<file path="config.mk">
export PLATFORM = sky130hd
export DESIGN_NAME = bist_response_analyzer
export DESIGN_NICKNAME = d
export VERILOG_FILES = /design/src/rtl/bist_response_analyzer.sv
export SDC_FILE = /design/constraint.sdc
export NUM_CORES = 1
export LEC_CHECK = 0
export ABC_AREA = 1
export CAP_MARGIN = 20
export CORE_MARGIN = 4
export CORE_UTILIZATION = 49
export CTS_BUF_LIST = sky130_fd_sc_hd__clkbuf_8
export DETAILED_ROUTE_END_ITERATION = 12
export MAX_ROUTING_LAYER = met4
export PLACE_DENSITY = 0.87
export REMOVE_ABC_BUFFERS = 1
export SLEW_MARGIN = 30
export SYNTH_ARGS = -nofsm -noshare
export SYNTH_HDL_FRONTEND = slang
export SYNTH_SLANG_ARGS = --single-unit
</file>
<file path="constraint.sdc">
create_clock -name clk -period 1.6 [get_ports clk]
set_input_delay 0.32 -clock clk [delete_from_list [all_inputs] [get_ports clk]]
set_output_delay 0.32 -clock clk [all_outputs]
set_load 0.02 [all_outputs]
</file>
<file path="src/rtl/bist_response_analyzer.sv">
// BIST response analyzer: drives an LFSR test pattern into the CUT, compacts the
// responses into a MISR signature, and grades signature and step count on finish.
module bist_response_analyzer #(
    parameter int               WIDTH     = 8,
    parameter logic [WIDTH-1:0] SEED      = 8'h01,
    parameter logic [WIDTH-1:0] LFSR_TAPS = 8'hB8,
    parameter logic [WIDTH-1:0] MISR_TAPS = 8'hB8,
    parameter logic [WIDTH-1:0] GOLDEN    = 8'h00,
    parameter int               EXP_COUNT = 5
) (
    input  logic             clk,
    input  logic             reset,
    input  logic             init,
    input  logic             running,
    input  logic             toggle,
    input  logic             finish,
    input  logic [WIDTH-1:0] cut_out,
    output logic [WIDTH-1:0] pattern,
    output logic [WIDTH-1:0] signature,
    output logic [7:0]       count,
    output logic             done,
    output logic             pass,
    output logic             proto_err
);

    typedef enum logic [1:0] {
        IDLE    = 2'd0,
        COLLECT = 2'd1,
        CHECK   = 2'd2,
        REPORT  = 2'd3
    } state_t;

    localparam logic [7:0] EXP_COUNT_V = EXP_COUNT[7:0];

    state_t           state_q, state_d;
    logic [WIDTH-1:0] pattern_q, pattern_d;
    logic [WIDTH-1:0] signature_q, signature_d;
    logic [7:0]       count_q, count_d;
    logic             done_q, done_d;
    logic             pass_q, pass_d;
    logic             proto_err_q, proto_err_d;
    logic             step;

    // Galois shift: shift right, fold the tap mask in when a one falls out.
    function automatic logic [WIDTH-1:0] lstep(input logic [WIDTH-1:0] q,
                                               input logic [WIDTH-1:0] taps);
        return (q >> 1) ^ (q[0] ? taps : '0);
    endfunction

    assign step = running & toggle;

    always_ff @(posedge clk) begin
        if (reset) begin
            state_q <= IDLE;
        end else begin
            state_q <= state_d;
        end
    end

    always_ff @(posedge clk) begin
        if (reset) begin
            pattern_q   <= SEED;
            signature_q <= '0;
            count_q     <= '0;
            done_q      <= 1'b0;
            pass_q      <= 1'b0;
            proto_err_q <= 1'b0;
        end else begin
            pattern_q   <= pattern_d;
            signature_q <= signature_d;
            count_q     <= count_d;
            done_q      <= done_d;
            pass_q      <= pass_d;
            proto_err_q <= proto_err_d;
        end
    end

    always_comb begin
        state_d = state_q;
        if (init) begin
            state_d = COLLECT;
        end else begin
            case (state_q)
                COLLECT: if (finish) state_d = CHECK;
                CHECK:   state_d = REPORT;
                default: state_d = state_q;
            endcase
        end
    end

    // init wins in every state; REPORT holds everything until the next init.
    always_comb begin
        pattern_d   = pattern_q;
        signature_d = signature_q;
        count_d     = count_q;
        done_d      = done_q;
        pass_d      = pass_q;
        proto_err_d = proto_err_q;
        if (init) begin
            pattern_d   = SEED;
            signature_d = '0;
            count_d     = '0;
            done_d      = 1'b0;
            pass_d      = 1'b0;
            proto_err_d = 1'b0;
        end else begin
            case (state_q)
                IDLE: begin
                    if (finish) proto_err_d = 1'b1;
                end
                COLLECT: begin
                    if (step) begin
                        signature_d = lstep(signature_q, MISR_TAPS) ^ cut_out;
                        pattern_d   = lstep(pattern_q, LFSR_TAPS);
                        count_d     = (count_q == 8'hFF) ? count_q : count_q + 8'd1;
                    end
                end
                CHECK: begin
                    pass_d = (signature_q == GOLDEN) && (count_q == EXP_COUNT_V);
                    done_d = 1'b1;
                end
                default: begin
                end
            endcase
        end
    end

    assign pattern   = pattern_q;
    assign signature = signature_q;
    assign count     = count_q;
    assign done      = done_q;
    assign pass      = pass_q;
    assign proto_err = proto_err_q;

endmodule
</file>
After elaboration in Yosys (flattened, before gate mapping):

Index checks and enable logic that the tools add are counted.

* flip-flop bits (word level): 29
* input port bits: 14
* output and inout bits: 27
* word-level logic and storage cells: 36

* add/subtract/negate cells: 1
* equal/unequal tests: 6
* muxes and demuxes: 5
* bitwise logic cells: 5
* reduce and logical (&&, ||, !) cells: 11

Operators by type and width (number)
* 8-bit 2-to-1 mux: 2
* 7-bit by 8-bit bitwise XOR with 8-bit output: 2
* 8-bit by 1-bit adder with 8-bit output (second input constant): 1
* 8-bit by 3-bit equality test with 1-bit output (second input constant): 1
* 8-bit equality test (second input constant): 1
* 8-bit zero test: 1
* 2-bit AND reduction: 4
* 8-bit bitwise XOR: 1
* 2-bit one-hot mux with 2 select lines: 1
* 3-bit != test (second input constant): 1
* 3-bit AND reduction: 1
* 3-bit nonzero test: 1
* 2-bit by 1-bit equality test with 1-bit output (second input constant): 1
* 2-bit equality test (second input constant): 1
* 2-bit zero test: 1
* 2-bit 2-to-1 mux: 1
* 2-bit != test (second input constant): 1
* 2-bit nonzero test: 1
* 2-bit OR reduction: 1
* 1-bit bitwise AND: 1
* 1-bit logical AND: 1
* 1-bit 2-to-1 mux: 1
* 1-bit NOT: 1

Longest topological paths before layout:

Gate-level depths: netlist of run 1.

* depth in word-level cells: 3
* gate-level depth with buffers: 9
* gate-level depth less buffers: 8

Least setup slack after synthesis of run 1:

Ideal clock, no wire load.

* kind: reg2reg
* from: register count_q[0] (netlist: count[0])
* to: register count_q[4] (netlist: count[4])
* library setup time: 128 ps
* arrival: 1329 ps
* required time: 1472 ps
* setup slack: 144 ps
* cell stages (with the launch flop): 10
* buffers on the path: 1
* period minus slack after synthesis: 1456 ps
* path through: dfxtp_1 > ha_1 > nand2_2 > nor2_4 > nand2_2 > buf_6 > nand3_1 > nand2_1 > nand2_1 > nor2_1

* cells in the longest elaborated chain, start to end: 3
* elaborated cells between the ends (all ways): 4
* classes of those cells: add/sub (1); eq/ne (1); bitwise (1); reduce/logical (1)

Ends and longest elaborated chain
* start, declared: RTL line 38 `logic [7:0] count_q, count_d;`
* start signal, assigned: RTL line 71 `count_q <= count_d;`
* branches (longest 3 deep; another with 8-bit by 1-bit adder with 8-bit output)

Parallel ways; which one is timed is not known.
A chain may end at the register's enable or synchronous reset.

Worst setup path in the final report of run 1:

* from: register pattern_q[2] (netlist: pattern[2])
* to: output pattern[2]

RTL lines
* start, declared: RTL line 36 `logic [WIDTH-1:0] pattern_q, pattern_d;`
* start signal, assigned: RTL line 69 `pattern_q <= pattern_d;`
* end, declared: RTL line 18 `output logic [WIDTH-1:0] pattern,`

No word-level cell between the ends.

==> results.cfg, run 1 <==
[sta]
worst_slew_pin_slew_ns = 0.437
period_needed_ns = 1.57
hold_viol_final = 0
max_freq_ghz = 0.637
rsz0062_at_grt = false
setup_viol = 0
tns_ns = 0
slew_viol_final = 0
fin_crit_sh = 0.981
fin_skew_ns = 0.00690
slew_headroom = 0.708

[final_layout]
final-seq-area_um2 = 581
nets = 254
area_growth_pct = 41.0
fillers = 224
fin_cells = 269
multi_input_area_um2 = 712
fin_util = 0.722
drive_gt1_frac = 0.126
antennaDiodeCount = 0

[yosys]
synth.area.top_cells = dfxtp_1, nor2_1, nand2_1, xnor2_1, nand3_1
synth_top_area_frac = 0.411
synth-edff-count = 0
ys_types = 28
synthArstFlopShare = 0
postSynthCellCount = 190
avgSynthCellArea_um2 = 7.43
yosys_warnings = 0
synthesis.area_mm2 = 0.00141
ys_seq_area_frac = 0.411
yosysTopAreaCell = dfxtp_1
ys_ff_latch = 29
synth_ff_type = dfxtp_1

[die]
core_region_area_mm2 = 0.00276
die_w_um = 61.7
dieHeight_um = 61.7
ios = 41
row_count = 19
dieArea_mm2 = 0.00381
start_util = 0.512

[setup_path]
cp_max_fo = 3
cp_num_buf_inv = 1
crit-reg2reg-launch = count[1]
crit_slowest_cell = clkdlybuf4s50_1
worstSetupPathType = reg -> out
worstPathRequired_ns = 1.28
critPathArrivalTime_ns = 1.25
cp_top_family = buffers and inverters
slowest_delay_ns = 0.62
crit_start = pattern[2]
crit_chain = clkdlybuf4s50_1
cp-end-kind = primary output
start_kind = flop

[placement]
globalplace.congestion = 0.922
dp_hpwl_um = 2480
portBuffers = 40
place_inst = 262

[min_path]
hp-class = reg -> reg
min_from = done

[global_routing]
grt_pass1_wl_um = 5680
grt_max_degree = 25
grt_pass1_vias = 1290
grt_overflow_total = 0
grt_usage = 0.213
antenna_found_initial = 0

[cts]
clock-sinks = 29
path_clk_slew_ns = 0.06
htreeDepth = 2
cts_tree = done
clkLatencyLatePin_ns = 0.28
cts_buffers = 5
clockRootBuffer = clkbuf_8
holdBufCountCts = 0
clockBufferDepth = 2

[power]
ir_drop_mv = 0.984
total_leakage_power_nw = 0.982
powerDensity_mw_per_mm2 = 750
finalPower_mw = 1.49

[routing]
dr.pass1.iters = 4
ant_nets = 0
vias_per_cell = 5.22
drc = 0
wire_per_inst_um = 12.6
drt-total-wl_um = 3400
vias = 1404
drt_iter0_markers = 65

[status]
status = finished clean

[flow_run]
drv_cap = 0
-- registers in the layout (all words and copies together), names as in the netlist --
name and count:
count 8, pattern 8, signature 8, state_q 2, done 1, pass 1, proto_err 1
-- layout by cell type (no fill, tap or decap) --
master | Yosys | layout
nor2_1 | 34 | 34
nor2_2 | 3 | 3
a211oi_1 | 5 | 5
xnor2_1 | 7 | 7
o21ai_0 | 9 | 9
nor2_4 | 2 | 2
a21o_1 | 1 | 1
ha_1 | 2 | 2
buf_12 | 0 | 2
clkbuf_8 | 0 | 6
buf_4 | 2 | 8
dlygate4sd2_1 | 0 | 11
nand2_2 | 3 | 3
a21oi_1 | 8 | 8
nand4_1 | 4 | 4
o21ai_1 | 2 | 2
dfxtp_1 | 29 | 29
inv_2 | 3 | 3
a31oi_1 | 4 | 4
clkdlybuf4s50_1 | 0 | 21
dlymetal6s2s_1 | 0 | 8
inv_1 | 15 | 16
a21oi_2 | 1 | 1
nand3b_1 | 1 | 1
nand2_1 | 29 | 29
xor2_1 | 4 | 4
nand3_1 | 12 | 12
nand3_2 | 2 | 2
o21a_1 | 1 | 1
-- synthesized netlist by cell type (4+ instances only) --
| cell | instances |
|---|---|
| dfxtp_1 | 29 |
| nand3_1 | 12 |
| a211oi_1 | 5 |
| nand2_1 | 29 |
| inv_1 | 15 |
| a31oi_1 | 4 |
| xor2_1 | 4 |
| xnor2_1 | 7 |
| nand4_1 | 4 |
| a21oi_1 | 8 |
| nor2_1 | 34 |
| o21ai_0 | 9 |
-- per-stage QoR --
stage,area (µm²),hold WS (ns),setup WS (ns)
3_5_place_dp,1900,0.464,0.00826
4_1_cts,1970,0.477,0.000916
2_1_floorplan,1360,0.392,0.0912
6_report,1990,0.466,0.0308
5_1_grt,1990,0.498,0.00559
3_3_place_gp,1900,0.459,0.0422
-- worst min-delay path, stage by stage, from the launching register on --
cell and delay, ns:
dfxtp_1 0.32, nor2_1 0.04, nor2_1 0.07
-- power by group --
group	switching (mW)	total (mW)	internal [mW]
Combinational	0.0752	0.152	0.0771
Clock	0.262	0.596	0.334
Sequential	0.0109	0.745	0.735
Total	0.349	1.49	1.15
-- metal layers --
metal  vias up  global-route usage  share of wire  wire length (µm)
met4         0              0.0909          0.014                48
met5         -                   -              0                 0
met2        44               0.338           0.50              1710
met3         5              0.0723          0.064               218
li1        705                   -              -                 -
met1       650               0.245           0.42              1420
-- worst paths after layout --
| kind | cells after the start | end | slack, ns |
|---|---|---|---|
| worst min register to register | 2 | done | 0.47 |
| worst max-delay path | 1 | pattern[2] | 0.03 |
| worst max register to register | 8 | count[7] | 0.16 |
| worst min-delay path | 2 | done | 0.47 |
-- cells by family after synthesis --
family	count (synthesis)	synth area share
compound gates	31	0.128
xor+xnor	11	0.0682
fa+ha+maj	2	0.0177
buf+inv	27	0.0850
flops	29	0.411
simple gates	90	0.290
-- what timing repair did --
action / in CTS / in global routing
buffers inserted: 0 / 0
pin swaps: 0 / 0
endpoints found under the setup margin: 11 / 8
gates cloned: 0 / 0
gates resized for setup: 11 / 8
-- area by class of cell --
class                      instances  area share
tap                               31      0.0195
inverter                          18      0.0339
timing repair buffer              50       0.254
sequential                        29       0.291
clock buffer                       6      0.0415
multi-input combinational        134       0.357
clock inverter                     1     0.00188
No activity file was read; power rests on OpenSTA's default activity.
==> run 2: changes to the inputs <==
--- a/config.mk
+++ b/config.mk
@@ -7,7 +7,7 @@
 export LEC_CHECK = 0
 export ABC_AREA = 1
 export CAP_MARGIN = 20
-export CORE_MARGIN = 4
+export CORE_MARGIN = 2
 export CORE_UTILIZATION = 49
 export CTS_BUF_LIST = sky130_fd_sc_hd__clkbuf_8
 export DETAILED_ROUTE_END_ITERATION = 12
==> run 2 against run 1 <==
Against the previous run:
- power about the same
- via count decreased by 1.4%
- register-to-register slack got worse by 0.07 ns
- final area decreased by 1.4%
- count of clock-buffer cells in the layout unchanged
- highest routed layer unchanged
- largest cell class unchanged
- critical path type unchanged
- critical path depth unchanged
- combinational power about the same
- sequential cell count unchanged
==> results.cfg, run 2 (synthesis results as in run 1) <==
[status]
status = finished clean

[setup_path]
cp_num_buf_inv = 1
worstSetupPathType = reg -> out
crit_slowest_cell = clkdlybuf4s50_1
cp_max_fo = 3
cp-end-kind = primary output
start_kind = flop
slowest_delay_ns = 0.62
worstPathRequired_ns = 1.28
critPathArrivalTime_ns = 1.25
cp_top_family = buffers and inverters
crit_chain = clkdlybuf4s50_1

[routing]
drt-total-wl_um = 3330
vias_per_cell = 5.13
vias = 1385
drt_iter0_markers = 51
wire_per_inst_um = 12.3
dr.pass1.iters = 5
drc = 0
ant_nets = 0

[final_layout]
nets = 255
layout_common_cells = nor2_1, nand2_1, dfxtp_1
area_growth_pct = 39.0
fillers = 226
antennaDiodeCount = 0
drive_gt1_frac = 0.134
final_common_cell = nor2_1
fin_cells = 270

[cts]
cts_tree = done
holdBufCountCts = 0
cts_resized = 12
clock-sinks = 29
path_clk_slew_ns = 0.06
clockRootBuffer = clkbuf_8
cts_buffers = 5
clockBufferDepth = 2
htreeDepth = 2
clkLatencyLatePin_ns = 0.28
post_cts_buffers = 0

[sta]
max_freq_ghz = 0.636
setup_viol = 0
slew_headroom = 0.695
fin_crit_sh = 0.983
worst_slew_pin_slew_ns = 0.457
slew_viol_final = 0
hold_viol_final = 0
period_needed_ns = 1.57
fin_skew_ns = 0.00647
worst_slack_ns = 0.0268

[global_routing]
antenna_found_initial = 0
grt_pass1_vias = 1267
grt_pass1_wl_um = 5450
grt_overflow_total = 0
grt_usage = 0.222
grt_max_degree = 14

[power]
power.internal_mw = 1.14
powerDensity_mw_per_mm2 = 760
power_frac_seq = 0.499
p_switching_mw = 0.349
swShare = 0.233
p_comb_frac = 0.101
p_clk_frac = 0.400
ir_drop_mv = 0.750
total_leakage_power_nw = 0.894

[die]
core_region_area_mm2 = 0.00276
row_count = 19
die_w_um = 57.7
dieArea_mm2 = 0.00333
ios = 41
start_util = 0.512
dieHeight_um = 57.7

[placement]
portBuffers = 40
pre_cts_ws_ns = -0.0556
place_inst = 263
dp_hpwl_um = 2370
globalplace.congestion = 0.832

[flow_run]
drv_cap = 0

[min_path]
hp-class = reg -> reg
==> run 2: cell count changes in the layout (fill, tap and decap cells not counted), sizes merged <==
cell	change
buf	+1
clkdlybuf4s50	+4
dlygate4sd2	+1
dlymetal6s2s	-5
==> run 2: area by class of cell <==
type	count	area (µm²)	share of cell area
sequential	29	581	0.296
multi-input combinational	134	714	0.364
tap	31	38.8	0.0198
inverter	18	67.6	0.0344
clock inverter	1	3.75	0.00191
timing repair buffer	51	475	0.242
clock buffer	6	82.6	0.0421
==> run 2: worst paths after layout <==
path         startpoint         end  slack, ns  cells past startpoint
min reg2reg   proto_err   proto_err       0.48                      2
max          pattern[5]  pattern[5]       0.03                      1
min           proto_err   proto_err       0.48                      2
max reg2reg    count[1]    count[7]       0.09                      8
==> run 2: stage by stage <==
stage | area [µm²] | power (mW) | util | hold WS (ns) | setup TNS [ns]
floorplan | 1360 | 0.832 | - | 0.392 | 0
global placement | 1880 | 0.911 | 0.682 | 0.455 | 0
detailed placement | 1880 | 0.913 | 0.682 | 0.468 | -0.189
CTS | 1950 | 1.50 | 0.708 | 0.480 | 0
global route | 1960 | 1.55 | 0.712 | 0.502 | -0.0268
finish | 1960 | 1.49 | 0.712 | 0.480 | 0
==> run 2: worst min-delay path: cells and delay by family (launching register included) <==
| kind | cells | cell delay (ns) |
|---|---|---|
| and+or+nand+nor | 1 | 0.07 |
| AOI/OAI and AO/OA | 1 | 0.05 |
| DFF | 1 | 0.33 |
==> run 2: power groups by stage <==
stage	combinational [mW]	clock, mW	sequential, mW
final	0.151	0.597	0.745
after global routing	0.165	0.639	0.747
after CTS	0.152	0.607	0.745
after detailed placement	0.152	0	0.761
after global placement	0.150	0	0.761
after floorplan	0.0599	0	0.772
==> run 2: layer usage <==
metal | vias to the layer above | global-route usage | routed length [µm] | part of all wire
li1 | 709 | - | - | -
met1 | 623 | 0.277 | 1510 | 0.45
met2 | 45 | 0.334 | 1550 | 0.47
met3 | 8 | 0.0625 | 219 | 0.066
met4 | 0 | 0.0963 | 48 | 0.014
met5 | - | - | 0 | 0
